**config.mk**
```make
export PLATFORM = sky130hd
export DESIGN_NAME = riscv_writeback
export DESIGN_NICKNAME = d
export VERILOG_FILES = /design/src/rtl/riscv_wb_pkg.sv /design/src/rtl/riscv_load_align.sv /design/src/rtl/riscv_writeback.sv
export SDC_FILE = /design/constraint.sdc
export NUM_CORES = 1
export LEC_CHECK = 0
export BUFFER_PORTS_ARGS = -buffer_cell sky130_fd_sc_hd__clkbuf_2
export CORE_MARGIN = 5
export CORE_UTILIZATION = 41
export DETAILED_ROUTE_END_ITERATION = 16
export PLACE_DENSITY_LB_ADDON = 0.05
export SETUP_SLACK_MARGIN = 0.4
export SLEW_MARGIN = 20
export SYNTH_ARGS = -nofsm -noshare
export SYNTH_HDL_FRONTEND = slang
export SYNTH_HIERARCHICAL = 1
export SYNTH_SLANG_ARGS = --single-unit
export TNS_END_PERCENT = 100
```
**constraint.sdc**
```tcl
create_clock -name clk -period 2.1 [get_ports clk]
set_input_delay 0.42 -clock clk [delete_from_list [all_inputs] [get_ports clk]]
set_output_delay 0.42 -clock clk [all_outputs]
set_load 0.01 [all_outputs]
```
**src/rtl/riscv_wb_pkg.sv**
```systemverilog
// Shared definitions for the RISC-V writeback stage: FSM encoding, load
// funct3 codes and the default load-response timeout.
package riscv_wb_pkg;

  typedef enum logic [1:0] {
    IDLE     = 2'd0,
    WAIT_MEM = 2'd1,
    WRITE    = 2'd2
  } wb_state_t;

  localparam logic [2:0] F3_LB  = 3'b000;
  localparam logic [2:0] F3_LH  = 3'b001;
  localparam logic [2:0] F3_LW  = 3'b010;
  localparam logic [2:0] F3_LBU = 3'b100;
  localparam logic [2:0] F3_LHU = 3'b101;

  localparam int TIMEOUT_DEFAULT = 15;

endpackage

```
**src/rtl/riscv_load_align.sv**
```systemverilog
// Combinational load extractor: picks the byte/halfword/word addressed by
// offset out of an aligned memory word and flags misaligned or illegal loads.
module riscv_load_align
  import riscv_wb_pkg::*;
(
  input  logic [2:0]  funct3,
  input  logic [1:0]  offset,
  input  logic [31:0] rdata,
  output logic [31:0] data,
  output logic        err
);

  logic [7:0]  byte_sel;
  logic [15:0] half_sel;

  always_comb begin
    byte_sel = rdata[{offset, 3'b000} +: 8];
    half_sel = offset[1] ? rdata[31:16] : rdata[15:0];
    data     = 32'd0;
    err      = 1'b0;
    case (funct3)
      F3_LB:  data = {{24{byte_sel[7]}}, byte_sel};
      F3_LBU: data = {24'd0, byte_sel};
      F3_LH: begin
        data = {{16{half_sel[15]}}, half_sel};
        err  = offset[0];
      end
      F3_LHU: begin
        data = {16'd0, half_sel};
        err  = offset[0];
      end
      F3_LW: begin
        data = rdata;
        err  = (offset != 2'b00);
      end
      default: err = 1'b1;
    endcase
  end

endmodule

```
**src/rtl/riscv_writeback.sv**
```systemverilog
// Writeback stage: accepts one instruction at a time, waits for load data
// with a bounded timeout, and issues a single-cycle register-file write.
// Optional bypass outputs are enabled by defining RISCV_WB_FWD_EN.
module riscv_writeback
  import riscv_wb_pkg::*;
#(
  parameter int DATA_WIDTH = 32,
  parameter int TIMEOUT    = TIMEOUT_DEFAULT
) (
  input  logic                  clk,
  input  logic                  reset,
  input  logic                  ex_valid,
  output logic                  ex_ready,
  input  logic [4:0]            ex_rd,
  input  logic [DATA_WIDTH-1:0] ex_result,
  input  logic                  ex_is_load,
  input  logic                  ex_wen,
  input  logic [2:0]            ex_funct3,
  input  logic                  mem_rvalid,
  input  logic [DATA_WIDTH-1:0] mem_rdata,
  output logic                  reg_wen,
  output logic [4:0]            addr_d,
  output logic [DATA_WIDTH-1:0] data_d,
  output logic                  wb_err,
  output logic                  busy,
  output logic                  fwd_valid,
  output logic [4:0]            fwd_addr,
  output logic [DATA_WIDTH-1:0] fwd_data
);

  // The counter holds the number of WAIT_MEM cycles already spent, so the
  // TIMEOUT-th waiting cycle is the last one in which mem_rvalid is honoured.
  localparam logic [3:0] WAIT_LAST = 4'(TIMEOUT - 1);

  wb_state_t   state;
  logic [3:0]  wait_cnt;
  logic [4:0]  rd_q;
  logic [1:0]  offset_q;
  logic [2:0]  funct3_q;
  logic        wen_q;
  logic [31:0] load_data;
  logic        load_err;

  riscv_load_align u_align (
    .funct3 (funct3_q),
    .offset (offset_q),
    .rdata  (mem_rdata),
    .data   (load_data),
    .err    (load_err)
  );

  assign ex_ready = reset && (state == IDLE);
  assign busy     = (state != IDLE);

  always_ff @(posedge clk) begin
    if (!reset) begin
      state    <= IDLE;
      wait_cnt <= 4'd0;
      rd_q     <= 5'd0;
      offset_q <= 2'd0;
      funct3_q <= 3'd0;
      wen_q    <= 1'b0;
      reg_wen  <= 1'b0;
      wb_err   <= 1'b0;
      addr_d   <= 5'd0;
      data_d   <= '0;
    end else begin
      reg_wen <= 1'b0;
      wb_err  <= 1'b0;
      case (state)
        IDLE: begin
          if (ex_valid) begin
            rd_q     <= ex_rd;
            offset_q <= ex_result[1:0];
            funct3_q <= ex_funct3;
            wen_q    <= ex_wen;
            if (ex_is_load) begin
              state    <= WAIT_MEM;
              wait_cnt <= 4'd0;
            end else begin
              state <= WRITE;
              // addr_d/data_d only move when a real write is issued
              if (ex_wen && (ex_rd != 5'd0)) begin
                reg_wen <= 1'b1;
                addr_d  <= ex_rd;
                data_d  <= ex_result;
              end
            end
          end
        end
        WAIT_MEM: begin
          if (mem_rvalid) begin
            if (load_err) begin
              wb_err <= 1'b1;
              state  <= IDLE;
            end else begin
              state <= WRITE;
              if (wen_q && (rd_q != 5'd0)) begin
                reg_wen <= 1'b1;
                addr_d  <= rd_q;
                data_d  <= load_data;
              end
            end
          end else if (wait_cnt == WAIT_LAST) begin
            wb_err <= 1'b1;
            state  <= IDLE;
          end else begin
            wait_cnt <= wait_cnt + 4'd1;
          end
        end
        WRITE:   state <= IDLE;
        default: state <= IDLE;
      endcase
    end
  end

`ifdef RISCV_WB_FWD_EN
  assign fwd_valid = reg_wen;
  assign fwd_addr  = addr_d;
  assign fwd_data  = data_d;
`else
  assign fwd_valid = 1'b0;
  assign fwd_addr  = 5'd0;
  assign fwd_data  = '0;
`endif

endmodule

```
==> flow_summary.toml <==
[status]
status = "complete, no violations"

[clocking]
clock-sinks = 56
cts_resized = 0
cts_buffer_depth = 2
clock-root-buffer = "clkbuf_8"
clkLatencyLatePin_ns = 0.32
clk_pin_slew_ns = 0.11
numCtsBuffers = 5
ctsHoldBuffers = 0
cts_tree = "done"
htree_num_levels = 2

[detailed_routing]
wl_per_cell_um = 15.5
drtAntennaViolNets = 0
drt_iter0_markers = 131
vias_per_cell = 5.05
firstDrtPassIters = 4
vias = 3462
drcViolationCount = 0
drt_wl_total_um = 10600

[pwr]
fin_total_pwr_mw = 2.55
p_per_area_nw_per_um2 = 561
p_leak_nw = 2.13
peakVddDrop_mv = 0.267

[hold_path]
holdCritPathClass = "in -> reg"
whs_endpoint = "funct3_q[1]"
holdPathStages = 3
hp-start = "ex_funct3[1]"

[critical_path]
cp_max_fo = 28
start_kind = "flip-flop"
cp.buffers_inverters = 1
r2r_end = "data_d[17]"
slowest_stage = "a2111o_2"
worstPathRequired_ns = 2.31
cp-end-kind = "flip-flop"
timing.rr.start = "funct3_q[0]"
reg2reg_setup_slack_ns = 0.06
crit_family = "compound AO/OA/AOI/OAI gates"
cp_num_cells = 8
worstPathArrival_ns = 2.25
critPathKind = "reg -> reg"
r2r_cells = 8
cp_cell_sequence = "or2_4 > o21a_1 > o22a_1 > nor2b_1 > o21ai_1 > a2111o_2 > buf_12 > mux2i_1"
max_stage_delay_ns = 0.47

[sta]
fmax_ghz = 0.489
timing.final.max_slew_violations = 0
timing.final.crit_period_ns = 2.04
rsz0062_at_grt = "true"
finalSetupTns_ns = 0
fin_hold_ws_ns = 0.337
setup_viol = 0
period_share_pct = 97.3
hold_violations = 0
setup_ws_ns = 0.0563
skew_ns = 0.00825

[cells_and_area]
layout.nets = 635
syn_to_final_growth_pct = 16.4
insertedDiodeCount = 0
layout-drive-gt1-share_pct = 29.9
layout.cells.non_filler = 685
num-fill-cells = 972
multi_input_area_um2 = 2400
seq_area_um2 = 1120

[global_route]
grt_pass1_vias = 3243
grt_max_degree = 93
grtUsageTotal_pct = 17.5
overflow = 0
grt_pass1_wl_um = 16300
antenna_found_initial = 0

[floorplanning]
fp-row-count = 35
ios = 157
core-area_um2 = 9240
start_util_pct = 42.2
die_w_um = 108
die_h_um = 108
dieArea_um2 = 11600

[synth]
ys_types = 51
synth_ff_type = "dfxtp_1"
synthCells = 454
synthArstFlopShare_pct = 0
synth_area_um2 = 3900
synth-edff-count = 0
ys_seq_area_share_pct = 28.7
synth_seq_cells = 56
avgSynthCellArea_um2 = 8.59
yosys_warnings = 6

[place]
pre_cts_ws_ns = 0.0853
portBuffers = 118
dp_hpwl_um = 8080
place_congestion = 0.841
place_inst = 677

[run]
drv_cap = 0
[metal layers]
layer	up-vias	part of all wire (%)	global-route usage [%]	wire [um]
li1	1752	-	-	-
met1	1580	45	24.3	4830
met2	113	47	27.5	5020
met3	17	5.7	3.00	610
met4	0	1.7	5.41	180
met5	-	0	0	0
[Yosys cell counts, drive strengths merged (3+ instances only)]
library cell	count	area share (%)
nand2	71	6.8
dfxtp	56	29
buf	52	11
mux2i	42	11
nand2b	40	6.4
o211ai	37	7.1
clkbuf	26	2.5
a22oi	18	3.5
a211oi	16	4.4
a21boi	16	3.4
nor2b	9	1.5
o21ai	8	1.0
a221o	7	1.8
nor2	7	0.67
o221ai	5	1.1
inv	4	0.38
mux2	4	1.3
a21oi	3	0.38
nor3b	3	0.58
or4	3	0.58
[kinds of logic after synthesis]
kind of cell,share of synthesized area (%)
other,0.0961
and+or+nand+nor,19.3
buffers and inverters,13.5
AOI/OAI and AO/OA,25.0
DFF,28.7
muxes,12.7
adders and majority gates,0.641
[worst max path at each step]
| stage | start | endpoint | slack (ns) |
|---|---|---|---|
| after floorplan | funct3_q[2] | addr_d[0] | 0.05 |
| after global placement | funct3_q[0] | data_d[8] | 0.12 |
| after detailed placement | funct3_q[0] | data_d[13] | 0.09 |
| after CTS | funct3_q[0] | data_d[17] | 0.06 |
| after global routing | funct3_q[0] | data_d[2] | -0.06 |
| final | funct3_q[0] | data_d[17] | 0.06 |
[metrics by stage]
stage / utilization (%) / instance area [um^2]
after detailed placement: 48.2 / 4450
final: 49.2 / 4540
after global placement: 48.2 / 4450
after CTS: 49.2 / 4540
after global routing: 49.2 / 4540
after floorplan: - / 4060
[cell type report]
cell class / count / share of cell area (%)
Multi-Input combinational cell: 353 / 52.8
Sequential cell: 56 / 24.7
Tap cell: 129 / 3.55
Timing Repair Buffer: 135 / 16.6
Inverter: 4 / 0.331
Clock buffer: 6 / 1.60
Clock inverter: 2 / 0.358
[power by group]
group / internal (mW) / leakage, nW / switching [mW]
Clock: 0.239 / 0.0414 / 0.376
Sequential: 1.12 / 0.456 / 0.0395
Combinational: 0.345 / 1.63 / 0.431
Total: 1.70 / 2.13 / 0.846
[worst reg2reg max path, stage by stage (launching register included)]
cell      delay [ns]
dfxtp_1         0.33
or2_4           0.24
o21a_1          0.16
o22a_1          0.19
nor2b_1         0.11
o21ai_1         0.07
a2111o_2        0.47
buf_12          0.20
mux2i_1         0.16
[cell usage in the layout (no fill, tap or decap), types with 3 or more instances in the layout]
cell	Yosys	routed
buf_4	43	14
nand2_1	71	71
nand2b_1	40	39
nor3b_1	3	3
o221ai_1	5	5
o211ai_1	37	37
buf_12	0	3
clkbuf_2	1	118
inv_1	4	4
a221o_1	7	7
a211oi_1	6	6
nor2b_1	8	8
conb_1	1	38
a22oi_1	18	18
a21oi_1	3	3
a21boi_0	15	15
a211oi_2	10	10
dfxtp_1	56	56
clkbuf_8	0	5
nor2_1	7	7
o21ai_0	8	7
or4_1	3	3
mux2i_1	42	42
[registers in the layout (all words and copies together) (netlist names)]
name,count
data_d,32
addr_d,5
rd_q,5
wait_cnt,4
funct3_q,3
offset_q,2
state,2
reg_wen,1
wb_err,1
wen_q,1
[what timing repair did]
item                                    CTS  global route
endpoints found under the setup margin   38            40
pin swaps                                 0             0
gates cloned                              0             0
setup buffers                             0             0
Note: power is estimated with default switching activity, not from simulation.
